[src/rtl/ext_bus_bridge_if.sv]
// ext_bus_bridge_if
// Memory-side request/acknowledge bus of the external bus bridge.
//   mem_req   : level request, held until completion or abort
//   mem_we    : 1 = write, 0 = read (valid while mem_req)
//   mem_addr  : 16-bit transfer address (valid while mem_req)
//   mem_wdata : write data (valid while mem_req)
//   mem_ack   : one-cycle completion strobe from memory
//   mem_rdata : read data, valid with mem_ack
// The bridge uses the master modport; the memory uses the slave modport.
interface ext_bus_bridge_if;
    logic        mem_req;
    logic        mem_we;
    logic [15:0] mem_addr;
    logic [7:0]  mem_wdata;
    logic        mem_ack;
    logic [7:0]  mem_rdata;

    modport master (
        output mem_req,
        output mem_we,
        output mem_addr,
        output mem_wdata,
        input  mem_ack,
        input  mem_rdata
    );

    modport slave (
        input  mem_req,
        input  mem_we,
        input  mem_addr,
        input  mem_wdata,
        output mem_ack,
        output mem_rdata
    );
endinterface

[src/rtl/ext_bus_bridge.sv]
// ext_bus_bridge
// Turns the multiplexed pin bus of a 6502-style CPU into single memory
// requests. The address low byte and rw flag are taken while clk_cpu is low,
// the high byte and write data at the rising phase edge; the request then
// runs until memory acknowledges, a timeout expires or the CPU starts its
// next cycle.
// Ports:
//   clk, rst        : system clock, synchronous active-high reset
//   clk_cpu         : CPU phase level, synchronous to clk
//   addr_pins       : address low byte (clk_cpu=0) / high byte (clk_cpu=1)
//   data_pins_out   : {7'b0,rw} (clk_cpu=0) / write data (clk_cpu=1)
//   data_pins_in    : read data returned to the CPU
//   bus             : memory request/acknowledge bus (master side)
//   timeout_err     : sticky, a request timed out
//   late_err        : sticky, the CPU cycle ended before completion
//   cycle_count     : completed transfers, wraps at 16 bits
module ext_bus_bridge #(
    parameter int         TIMEOUT      = 15,
    parameter logic [7:0] TIMEOUT_DATA = 8'hEA
) (
    input  logic              clk,
    input  logic              rst,
    input  logic              clk_cpu,
    input  logic [7:0]        addr_pins,
    input  logic [7:0]        data_pins_out,
    output logic [7:0]        data_pins_in,
    ext_bus_bridge_if.master  bus,
    output logic              timeout_err,
    output logic              late_err,
    output logic [15:0]       cycle_count
);
    localparam int WAIT_W = (TIMEOUT < 2) ? 1 : $clog2(TIMEOUT + 1);
    // Counter value seen on the last allowed request cycle: the request
    // therefore stays up for exactly TIMEOUT cycles.
    localparam logic [WAIT_W-1:0] WAIT_LAST = WAIT_W'(TIMEOUT - 1);

    typedef enum logic [1:0] {
        ST_IDLE = 2'd0,
        ST_LO   = 2'd1,
        ST_REQ  = 2'd2,
        ST_HOLD = 2'd3
    } state_t;

    state_t            state_r;
    logic              phi_d_r;
    logic [7:0]        addr_lo_r;
    logic              rw_r;
    logic [7:0]        rdata_r;
    logic [WAIT_W-1:0] wait_r;
    logic              rise_s;
    logic              fall_s;

    assign rise_s       = clk_cpu & ~phi_d_r;
    assign fall_s       = ~clk_cpu & phi_d_r;
    assign data_pins_in = rdata_r;

    // Phase tracking, request FSM and all registered outputs.
    always_ff @(posedge clk) begin
        if (rst) begin
            state_r       <= ST_IDLE;
            phi_d_r       <= 1'b0;
            addr_lo_r     <= 8'h00;
            rw_r          <= 1'b0;
            rdata_r       <= 8'h00;
            wait_r        <= '0;
            bus.mem_req   <= 1'b0;
            bus.mem_we    <= 1'b0;
            bus.mem_addr  <= 16'h0000;
            bus.mem_wdata <= 8'h00;
            timeout_err   <= 1'b0;
            late_err      <= 1'b0;
            cycle_count   <= 16'h0000;
        end else begin
            phi_d_r <= clk_cpu;
            case (state_r)
                ST_IDLE: begin
                    if (fall_s) begin
                        state_r   <= ST_LO;
                        addr_lo_r <= addr_pins;
                        rw_r      <= data_pins_out[0];
                    end
                end
                ST_LO: begin
                    if (rise_s) begin
                        // Pins already show the high phase on this cycle, so
                        // the low byte is not re-captured here.
                        state_r       <= ST_REQ;
                        wait_r        <= '0;
                        bus.mem_req   <= 1'b1;
                        bus.mem_we    <= ~rw_r;
                        bus.mem_addr  <= {addr_pins, addr_lo_r};
                        bus.mem_wdata <= data_pins_out;
                    end else begin
                        addr_lo_r <= addr_pins;
                        rw_r      <= data_pins_out[0];
                    end
                end
                ST_REQ: begin
                    wait_r <= wait_r + WAIT_W'(1);
                    if (fall_s) begin
                        // CPU moved on: abort, but keep a same-cycle ack.
                        state_r     <= ST_LO;
                        bus.mem_req <= 1'b0;
                        late_err    <= 1'b1;
                        addr_lo_r   <= addr_pins;
                        rw_r        <= data_pins_out[0];
                        if (bus.mem_ack) begin
                            cycle_count <= cycle_count + 16'd1;
                            if (rw_r) begin
                                rdata_r <= bus.mem_rdata;
                            end
                        end
                    end else if (bus.mem_ack) begin
                        state_r     <= ST_HOLD;
                        bus.mem_req <= 1'b0;
                        cycle_count <= cycle_count + 16'd1;
                        if (rw_r) begin
                            rdata_r <= bus.mem_rdata;
                        end
                    end else if (wait_r == WAIT_LAST) begin
                        state_r     <= ST_HOLD;
                        bus.mem_req <= 1'b0;
                        timeout_err <= 1'b1;
                        cycle_count <= cycle_count + 16'd1;
                        if (rw_r) begin
                            rdata_r <= TIMEOUT_DATA;
                        end
                    end
                end
                ST_HOLD: begin
                    if (fall_s) begin
                        state_r   <= ST_LO;
                        addr_lo_r <= addr_pins;
                        rw_r      <= data_pins_out[0];
                    end
                end
                default: begin
                    state_r     <= ST_IDLE;
                    bus.mem_req <= 1'b0;
                end
            endcase
        end
    end
endmodule

[src/flat_wrapper.sv]
// flat-port wrapper written by rule: the top's interface ports become plain ports
module ext_bus_bridge_flat 
#(
    parameter int         TIMEOUT      = 15,
    parameter logic [7:0] TIMEOUT_DATA = 8'hEA
)
  (clk, rst, clk_cpu, addr_pins, data_pins_out, data_pins_in, timeout_err, late_err, cycle_count, bus_mem_req, bus_mem_we, bus_mem_addr, bus_mem_wdata, bus_mem_ack, bus_mem_rdata);
  ext_bus_bridge_if bus_i ();
  input  logic clk;
  input  logic rst;
  input  logic clk_cpu;
  input  logic [7:0] addr_pins;
  input  logic [7:0] data_pins_out;
  output logic [7:0] data_pins_in;
  output logic timeout_err;
  output logic late_err;
  output logic [15:0] cycle_count;
  output wire logic [$bits(bus_i.mem_req)-1:0] bus_mem_req;
  output wire logic [$bits(bus_i.mem_we)-1:0] bus_mem_we;
  output wire logic [$bits(bus_i.mem_addr)-1:0] bus_mem_addr;
  output wire logic [$bits(bus_i.mem_wdata)-1:0] bus_mem_wdata;
  input wire logic [$bits(bus_i.mem_ack)-1:0] bus_mem_ack;
  input wire logic [$bits(bus_i.mem_rdata)-1:0] bus_mem_rdata;
  assign bus_mem_req = bus_i.mem_req;
  assign bus_mem_we = bus_i.mem_we;
  assign bus_mem_addr = bus_i.mem_addr;
  assign bus_mem_wdata = bus_i.mem_wdata;
  assign bus_i.mem_ack = bus_mem_ack;
  assign bus_i.mem_rdata = bus_mem_rdata;
  ext_bus_bridge #(.TIMEOUT(TIMEOUT), .TIMEOUT_DATA(TIMEOUT_DATA)) u_core (.clk(clk), .rst(rst), .clk_cpu(clk_cpu), .addr_pins(addr_pins), .data_pins_out(data_pins_out), .data_pins_in(data_pins_in), .bus(bus_i), .timeout_err(timeout_err), .late_err(late_err), .cycle_count(cycle_count));
endmodule
[config.mk]
export PLATFORM = sky130hd
export DESIGN_NAME = ext_bus_bridge_flat
export DESIGN_NICKNAME = d
export VERILOG_FILES = /design/src/rtl/ext_bus_bridge_if.sv /design/src/rtl/ext_bus_bridge.sv /design/src/flat_wrapper.sv
export SDC_FILE = /design/constraint.sdc
export NUM_CORES = 1
export LEC_CHECK = 0
export BUFFER_PORTS_ARGS = -buffer_cell sky130_fd_sc_hd__buf_2
export CORE_ASPECT_RATIO = 1.4
export CORE_MARGIN = 3
export CORE_UTILIZATION = 52
export DETAILED_ROUTE_END_ITERATION = 7
export PLACE_DENSITY = 0.79
export RECOVER_POWER = 100
export SYNTH_ARGS = -nofsm -noshare
export SYNTH_HDL_FRONTEND = slang
export SYNTH_SLANG_ARGS = --single-unit
[constraint.sdc]
create_clock -name clk -period 2.4 [get_ports clk]
set_clock_uncertainty 0.1 [all_clocks]
set_input_delay 0.12 -clock clk [delete_from_list [all_inputs] [get_ports clk]]
set_output_delay 0.12 -clock clk [all_outputs]
set_load 0.005 [all_outputs]
**Word level (Yosys, flattened, before mapping)**

Cells that the tools add are included.

- Bits of input ports: 28
- Bits in registers: 68
- Output and inout port bits: 52

- Eq/ne operators: 10
- Reduce and logical (&&, ||, !) cells: 15
- Bitwise operators: 7
- Mux-type cells: 29
- Add/sub/neg operators: 2

Operators by type and width:

| operator | count |
|---|---|
| 2-to-1 mux 16 bit | 4 |
| 2-to-1 mux 8 bit | 8 |
| adder 16 x 1 -> 16 bit (second input constant) | 1 |
| case mux 8 bit (2 select lines) | 1 |
| 2-to-1 mux 2 bit | 5 |
| AND reduction 3 bit | 3 |
| case mux 4 bit (2 select lines) | 1 |
| AND reduction 2 bit | 4 |
| AND reduction 4 bit | 2 |
| 2-to-1 mux 1 bit | 6 |
| != test 2 x 1 -> 1 bit (second input constant) | 3 |
| case mux 2 bit (3 select lines) | 1 |
| nonzero test 2 bit | 3 |
| NOT 1 bit | 5 |
| adder 4 x 1 -> 4 bit (second input constant) | 1 |
| equality test 2 bit (second input constant) | 2 |
| equality test 4 bit (second input constant) | 1 |
| 2-to-1 mux 4 bit | 1 |
| != test 2 bit (second input constant) | 2 |
| != test 4 x 2 -> 1 bit (second input constant) | 1 |
| case mux 1 bit (2 select lines) | 2 |
| OR reduction 3 bit | 1 |
| AND 1 bit | 2 |
| equality test 2 x 1 -> 1 bit (second input constant) | 1 |
| 2 further kinds | 2 |

**Longest topological paths before layout**

Gate-level depths: netlist (run 1).

- Depth after elaboration: 5
- Gate-level depth with buffers: 8
- Mapped depth without buffers: 6

**Worst setup path before layout (run 1)**

OpenSTA, ideal clock, no wires.

- Kind: register to register
- Start point: register u_core.state_r[0]
- End point: register u_core.rdata_r[1] (netlist: u_core.data_pins_in[1])
- Arrival time: 1.572 ns
- Setup time: 0.070 ns
- Stages on the path, launching flop included: 8
- Path slack: 0.658 ns
- Path through: dfxtp_1 > inv_1 > ha_1 > buf_4 > and2_2 > a31o_2 > a21oi_1 > o2bb2ai_1

- Cells in the longest elaborated chain, start to end: 2

RTL lines:

| item | RTL line | RTL |
|---|---|---|
| start, declared | ext_bus_bridge.sv:44 | `state_t state_r;` |
| start signal, assigned | ext_bus_bridge.sv:60 | `state_r <= ST_IDLE;` |
| start signal, assigned | ext_bus_bridge.sv:78 | `state_r <= ST_LO;` |
| start signal, assigned | ext_bus_bridge.sv:87 | `state_r <= ST_REQ;` |
| equality test 2 bit | ext_bus_bridge.sv:75 | `case (state_r)` |
| AND reduction 4 bit (no line) | -- |  |
| end signal, assigned | ext_bus_bridge.sv:110 | `rdata_r <= bus.mem_rdata;` |
| end signal, assigned | ext_bus_bridge.sv:118 | `rdata_r <= bus.mem_rdata;` |
| end, declared | ext_bus_bridge.sv:48 | `logic [7:0] rdata_r;` |

No other way between the ends.
A chain may end at the register's enable or synchronous reset.

**Final worst setup path (run 1)**

- Start point: register u_core.wait_r[0]
- End point: register u_core.cycle_count[12]

- Cells in the longest elaborated chain, start to end: 3

RTL lines:

| item | RTL line | RTL |
|---|---|---|
| start, declared | ext_bus_bridge.sv:49 | `logic [WAIT_W-1:0] wait_r;` |
| start signal, assigned | ext_bus_bridge.sv:99 | `wait_r <= wait_r + WAIT_W'(1);` |
| equality test 4 bit | ext_bus_bridge.sv:120 | `end else if (wait_r == WAIT_LAST) begin` |
| nonzero test 2 bit (no line) | -- |  |
| AND reduction 3 bit (no line) | -- |  |
| end signal, assigned | ext_bus_bridge.sv:108 | `cycle_count <= cycle_count + 16'd1;` |
| end signal, assigned | ext_bus_bridge.sv:116 | `cycle_count <= cycle_count + 16'd1;` |
| end signal, assigned | ext_bus_bridge.sv:124 | `cycle_count <= cycle_count + 16'd1;` |
| end, declared | ext_bus_bridge.sv:30 | `output logic [15:0] cycle_count` |

No other way between the ends.

==> results_dict.tcl, run 1 <==
set metrics [dict create \
    syn_inst 335 \
    r2r_start "u_core.wait_r[0]" \
    p_comb_frac 0.210 \
    synth_top_family_by_area "simple AND/OR/NAND/NOR gates" \
    ant_nets 0 \
    grt_pass1_vias 2594 \
    path_cells "inv_1, ha_1, and3_1, a41oi_1, or4_1, a21oi_1" \
    yosys-mux-area-fraction 0.0386 \
    cp-end-kind "flop" \
    critPathLaunchType "flop" \
    grt_max_degree 29 \
    n_antenna_cell 0 \
    grtUsageTotal 0.231 \
    clkPwrFrac 0.340 \
    routabilityCongestion 0.786 \
    irDropWorstVdd_mv 0.552 \
    cts_buffers 9 \
    worstSkewPairLatency_ns 0.35 \
    via_per_inst 5.46 \
    die_h_um 94.2 \
    rows 31 \
    die_w_um 69.0 \
    timing.hold.ws_ns 0.0412 \
    rsz0062_at_grt "no" \
    max_freq_mhz 476 \
    antenna_found_initial 0 \
    grt_pass1_wl_um 11400 \
    worstPathMaxFanout 11 \
    cp.required_ns 2.49 \
    hold_depth 4 \
    synth.top_cell.area_share 0.472 \
    synth-compound-area-share 0.182 \
    hp-class "in2reg" \
    first_pass_iters 4 \
    critPathTopFamily "compound AO/OA/AOI/OAI gates" \
    clk_pin_slew_ns 0.08 \
    reg2reg_depth 6 \
    cpMaxStageDelayCell "a41oi_1" \
    synth_area_um2 2890 \
    gr-usage-met3 0.0443 \
    cts_resized 0 \
    yosysWarningCount 0 \
    yosysTopAreaCell "dfxtp_1" \
    synth_xor_area_frac 0.00607 \
    synthAdderAreaFrac 0.0295 \
    use_met1 0.252 \
    hpwl_um 4610 \
    finalNetCount 466 \
    relSlewSlack 0.203 \
    fin_setup_tns_ns 0 \
    finalHoldViolCount 0 \
    setup_viol 0 \
    drive_gt1_frac 0.167 \
    avgSynthCellArea_um2 8.62 \
    port_buffers 79 \
    fill_cells 464 \
    busiest_layer "met2" \
    die_area_um2 6490 \
    status "completed" \
    postRouteWirelength_um 6970 \
    synth_ff_type "dfxtp_1" \
    gr-total-overflow 0 \
    synthDistinctLibCells 48 \
    p_leak_nw 1.38 \
    synth_nets 369 \
    drcViolationCount 0 \
    pin_count 80 \
    min_from "bus_mem_rdata[0]" \
    syn2layout_area_growth_pct 26.3 \
    slew_violations 0 \
    synthTopCellsByArea "dfxtp_1 47%, a21oi_1 9.7%, nand2_1 8.2%" \
    synthSimpleGateAreaFrac 0.217 \
    start_util 0.547 \
    cp.buffers_inverters 1 \
    maxCapViolations 0 \
    p_per_area_nw_per_um2 769 \
    num_vias 2748 \
    synth_seq_area_share 0.472 \
    ys_seq_elements 68 \
    grt.met2_usage 0.396 \
    intPower_mw 1.94 \
    fin_crit_ns 2.10 \
    cts_tree "built" \
    root_buffer "clkbuf_8" \
    cpPeakStageDelay_ns 0.65 \
    worst-setup-path-type "reg2reg" \
    cp-startpoint "u_core.wait_r[0]" \
    h-tree-depth 3 \
    arrival_ns 2.19 \
    worst_pin_slew_ns 1.20 \
    pwr-share-seq 0.450 \
    fin_crit_sh 0.876 \
    synth_edf_count 0 \
    drt-wirelength-per-cell_um 13.9 \
    path_depth 6 \
    drt_iter0_drc 162 \
    async_flop_share 0 \
    swShare 0.308 \
    clock_path_buffers 2 \
    p_sw_uw 865 \
    core_area_um2 5280 \
    cts_sinks 68 \
]
## tightest hold or removal path, delay by kind of cell
| family | cells | cell delay (ns) |
|---|---|---|
| and+or+nand+nor | 2 | 0.20 |
| buffers and inverters | 1 | 0.07 |
| AOI/OAI and AO/OA | 1 | 0.06 |
## power by group through the flow
| stage | clock network (mW) | logic (mW) | registers (mW) |
|---|---|---|---|
| 2_1_floorplan | 0 | 0.424 | 1.29 |
| 3_3_place_gp | 0 | 0.561 | 1.28 |
| 3_5_place_dp | 0 | 0.575 | 1.29 |
| 4_1_cts | 0.971 | 0.607 | 1.26 |
| 5_1_grt | 1.01 | 0.658 | 1.27 |
| 6_report | 0.952 | 0.590 | 1.26 |
## state kept, by name (all words and copies together), names as in the netlist
signal / cells
u_core.wait_r: 4
u_core.late_err: 1
u_core.rw_r: 1
u_core.phi_d_r: 1
u_core.state_r: 2
u_core.addr_lo_r: 8
u_core.bus.mem_addr: 16
u_core.bus.mem_we: 1
u_core.cycle_count: 16
u_core.timeout_err: 1
u_core.bus.mem_wdata: 8
u_core.bus.mem_req: 1
u_core.data_pins_in: 8
## cell type report
type | instances | area, um2 | area share
Clock buffer | 9 | 124 | 0.0340
Clock inverter | 7 | 75.1 | 0.0206
Inverter | 8 | 30.0 | 0.00824
Multi-Input combinational cell | 238 | 1370 | 0.374
Sequential cell | 68 | 1360 | 0.373
Tap cell | 66 | 82.6 | 0.0226
Timing Repair Buffer | 107 | 608 | 0.167
## synthesized netlist by cell type, types with 2 or more instances
cell,count
dfxtp_1,68
nand2_1,63
a21oi_1,56
nor2_1,20
clkbuf_1,11
mux2i_1,10
nand3_1,9
inv_1,8
o21ai_0,8
or4_1,7
ha_1,6
nand2b_1,6
o31ai_1,6
o2bb2ai_1,5
or3_1,5
buf_2,4
nor2b_1,4
a41oi_1,3
nor3_1,3
and3_1,2
buf_6,2
clkbuf_8,2
nand4_1,2
## stage by stage
step	area, um2	total power, mW	setup slack [ns]	cells	utilization
5_1_grt	3650	2.94	0.123	503	0.691
4_1_cts	3700	2.84	0.340	503	0.701
3_5_place_dp	3280	1.86	0.342	465	0.622
2_1_floorplan	2890	1.71	0.658	335	-
3_3_place_gp	3280	1.84	0.447	465	0.622
6_report	3650	2.80	0.297	503	0.691
## cell usage in the layout (no fill, tap or decap), drive strengths merged, types with 2 or more instances in the layout
cell type and count:
o31ai 6, a21oi 56, inv 10, dfxtp 68, mux2i 10, nand2 63
nand3 10, buf 50, a41oi 3, nor2 20, clkbuf 44, clkinvlp 3
nand2b 7, nor3 3, and4 2, dlygate4sd3 22, nand4 2, and3 3
or3 5, and2 2, ha 6, nor2b 4, or4 7, o2bb2ai 5
o21ai 8
## worst paths after layout
path                                                to  slack (ns)
worst max-delay path            u_core.cycle_count[12]        0.30
worst min-delay path            u_core.data_pins_in[0]        0.04
worst max register to register  u_core.cycle_count[12]        0.30
worst min register to register  u_core.bus.mem_addr[2]        0.35
## routing by layer
| layer | share of wire | wire (um) |
|---|---|---|
| met1 | 0.41 | 2850 |
| met3 | 0.049 | 340 |
| met4 | 0.023 | 161 |
| met2 | 0.52 | 3610 |
| met5 | 0 | 0 |
## timing repair
action | 4_1_cts | 5_1_grt
hold buffers | 22 | 0
endpoints found under the setup margin | 0 | 0
endpoints found under the hold margin | 31 | 0
buffers inserted | 0 | 0
## kinds of logic after synthesis
logic type	Yosys count
XOR/XNOR	2
adder cells (fa/ha/maj)	7
buffers and inverters	29
multiplexers	11
AO/OA/AOI/OAI	88
flip-flops	68
AND/OR/NAND/NOR	130
Power figures use the tool's default switching activity.
==> inputs of run 2 (changes only) <==
--- a/config.mk
+++ b/config.mk
@@ -5,12 +5,12 @@
 export SDC_FILE = /design/constraint.sdc
 export NUM_CORES = 1
 export LEC_CHECK = 0
+export ABC_AREA = 0
 export BUFFER_PORTS_ARGS = -buffer_cell sky130_fd_sc_hd__buf_2
 export CORE_ASPECT_RATIO = 1.4
 export CORE_MARGIN = 3
-export CORE_UTILIZATION = 52
+export CORE_UTILIZATION = 36
 export DETAILED_ROUTE_END_ITERATION = 7
-export PLACE_DENSITY = 0.79
 export RECOVER_POWER = 100
 export SYNTH_ARGS = -nofsm -noshare
 export SYNTH_HDL_FRONTEND = slang
==> results_dict.tcl, run 2 (synthesized netlist as in run 1, its figures left out) <==
set metrics [dict create \
    cts_sinks 68 \
    grtUsageTotal 0.167 \
    clock_path_buffers 2 \
    clk_pin_slew_ns 0.07 \
    drive_gt1_frac 0.177 \
    worst-setup-path-type "reg2reg" \
    cts_resized 0 \
    maxCapViolations 0 \
    cts_buffers 9 \
    p_per_area_nw_per_um2 740 \
    status "completed" \
    num_vias 2677 \
    fin_crit_sh 0.888 \
    ant_nets 0 \
    fin_crit_ns 2.13 \
    layout_commonest_cell "dfxtp_1" \
    slew_violations 0 \
    pin_count 80 \
    critPathLaunchType "flop" \
    arrival_ns 2.19 \
    grt_pass1_wl_um 11700 \
    drt-wirelength-per-cell_um 13.5 \
    worst_pin_slew_ns 1.40 \
    die_h_um 112 \
    finalHoldViolCount 0 \
    routabilityCongestion 0.800 \
    fin_setup_tns_ns 0 \
    finalNetCount 466 \
    cts_tree "built" \
    port_buffers 79 \
    reg_top3 "u_core.bus.mem_addr x16, u_core.cycle_count x16" \
    setup_viol 0 \
    die_area_um2 9140 \
    worstPathMaxFanout 11 \
    start_util 0.370 \
    die_w_um 81.7 \
    cts_setup_buffers 0 \
    cts_hold_buf 22 \
    drcViolationCount 0 \
    postRouteWirelength_um 7220 \
    irDropWorstVdd_mv 0.336 \
    fill_cells 822 \
    root_buffer "clkbuf_8" \
    final_util 0.471 \
    first_pass_iters 5 \
    core_area_um2 7800 \
    final_cell_mix "68 x dfxtp_1, 63 x nand2_1, 56 x a21oi_1, 54 x buf_2, 25 x clkbuf_1" \
    hp-class "in2reg" \
    via_per_inst 5.00 \
    max_freq_mhz 469 \
    relSlewSlack 0.0675 \
    multi_input_area_um2 1360 \
    n_antenna_cell 0 \
    dpl-instance-area_um2 3340 \
    worstSkewPairLatency_ns 0.34 \
    p_leak_nw 1.40 \
    cp.required_ns 2.46 \
    fin_area_um2 3670 \
    cp-end-kind "flop" \
    grt_pass1_vias 2434 \
    rsz0062_at_grt "no" \
    hpwl_um 4880 \
    drt_iter0_drc 136 \
    seq_area_um2 1360 \
    gr-total-overflow 0 \
    rows 38 \
    grt_max_degree 37 \
    antenna_found_initial 0 \
    timing.hold.ws_ns 0.0524 \
    syn2layout_area_growth_pct 27.3 \
    h-tree-depth 3 \
]
==> run 2: changes by cell type in the layout (fill, tap and decap cells not counted) <==
cell / change
clkbuf_1: -9
buf_2: +6
clkbuf_8: +3
buf_1: +2
clkbuf_2: +2
clkinvlp_4: -2
inv_6: -2
and2_0: +1
and2_2: -1
bufinv_16: -1
clkinv_2: -1
==> run 2: per-layer routing <==
layer / vias to the layer above / part of all wire / track usage
met5: - / 0 / 0
met1: 1237 / 0.43 / 0.201
met4: 0 / 0.028 / 0.0820
li1: 1360 / - / -
met2: 62 / 0.50 / 0.266
met3: 18 / 0.044 / 0.0510
==> run 2: metrics by stage <==
stage                     power (mW)  std cells  setup WS [ns]
final                           2.72        535          0.269
after global routing            2.89        535         0.0922
after CTS                       2.78        535          0.309
after detailed placement        1.88        499          0.318
after global placement          1.86        499          0.428
after floorplan                 1.71        335          0.658
==> run 2: path summary, 6_finish.rpt <==
| check | from | endpoint | slack [ns] | depth (start not counted) |
|---|---|---|---|---|
| worst max-delay path | u_core.wait_r[0] | u_core.cycle_count[10] | 0.27 | 6 |
| worst min-delay path | bus_mem_rdata[2] | u_core.data_pins_in[2] | 0.05 | 4 |
| worst max register to register | u_core.wait_r[0] | u_core.cycle_count[10] | 0.27 | 6 |
| worst min register to register | u_core.addr_lo_r[5] | u_core.bus.mem_addr[5] | 0.35 | 2 |
==> run 2: area by class of cell <==
type,instances,share of cell area
multi-input combinational,238,0.371
sequential,68,0.370
tap,100,0.0340
timing repair buffer,107,0.168
inverter,8,0.00817
clock inverter,1,0.00204
clock buffer,13,0.0460
==> run 2: worst max-delay path: stages, from the launching register on <==
cell     delay, ns
dfxtp_1       0.38
inv_1         0.07
ha_1          0.20
and3_1        0.24
a41oi_1       0.68
or3_1         0.20
a21oi_1       0.07
==> run 2: where the power goes <==
part,switching [mW],internal [mW]
Combinational,0.352,0.247
Clock,0.408,0.449
Sequential,0.0471,1.21
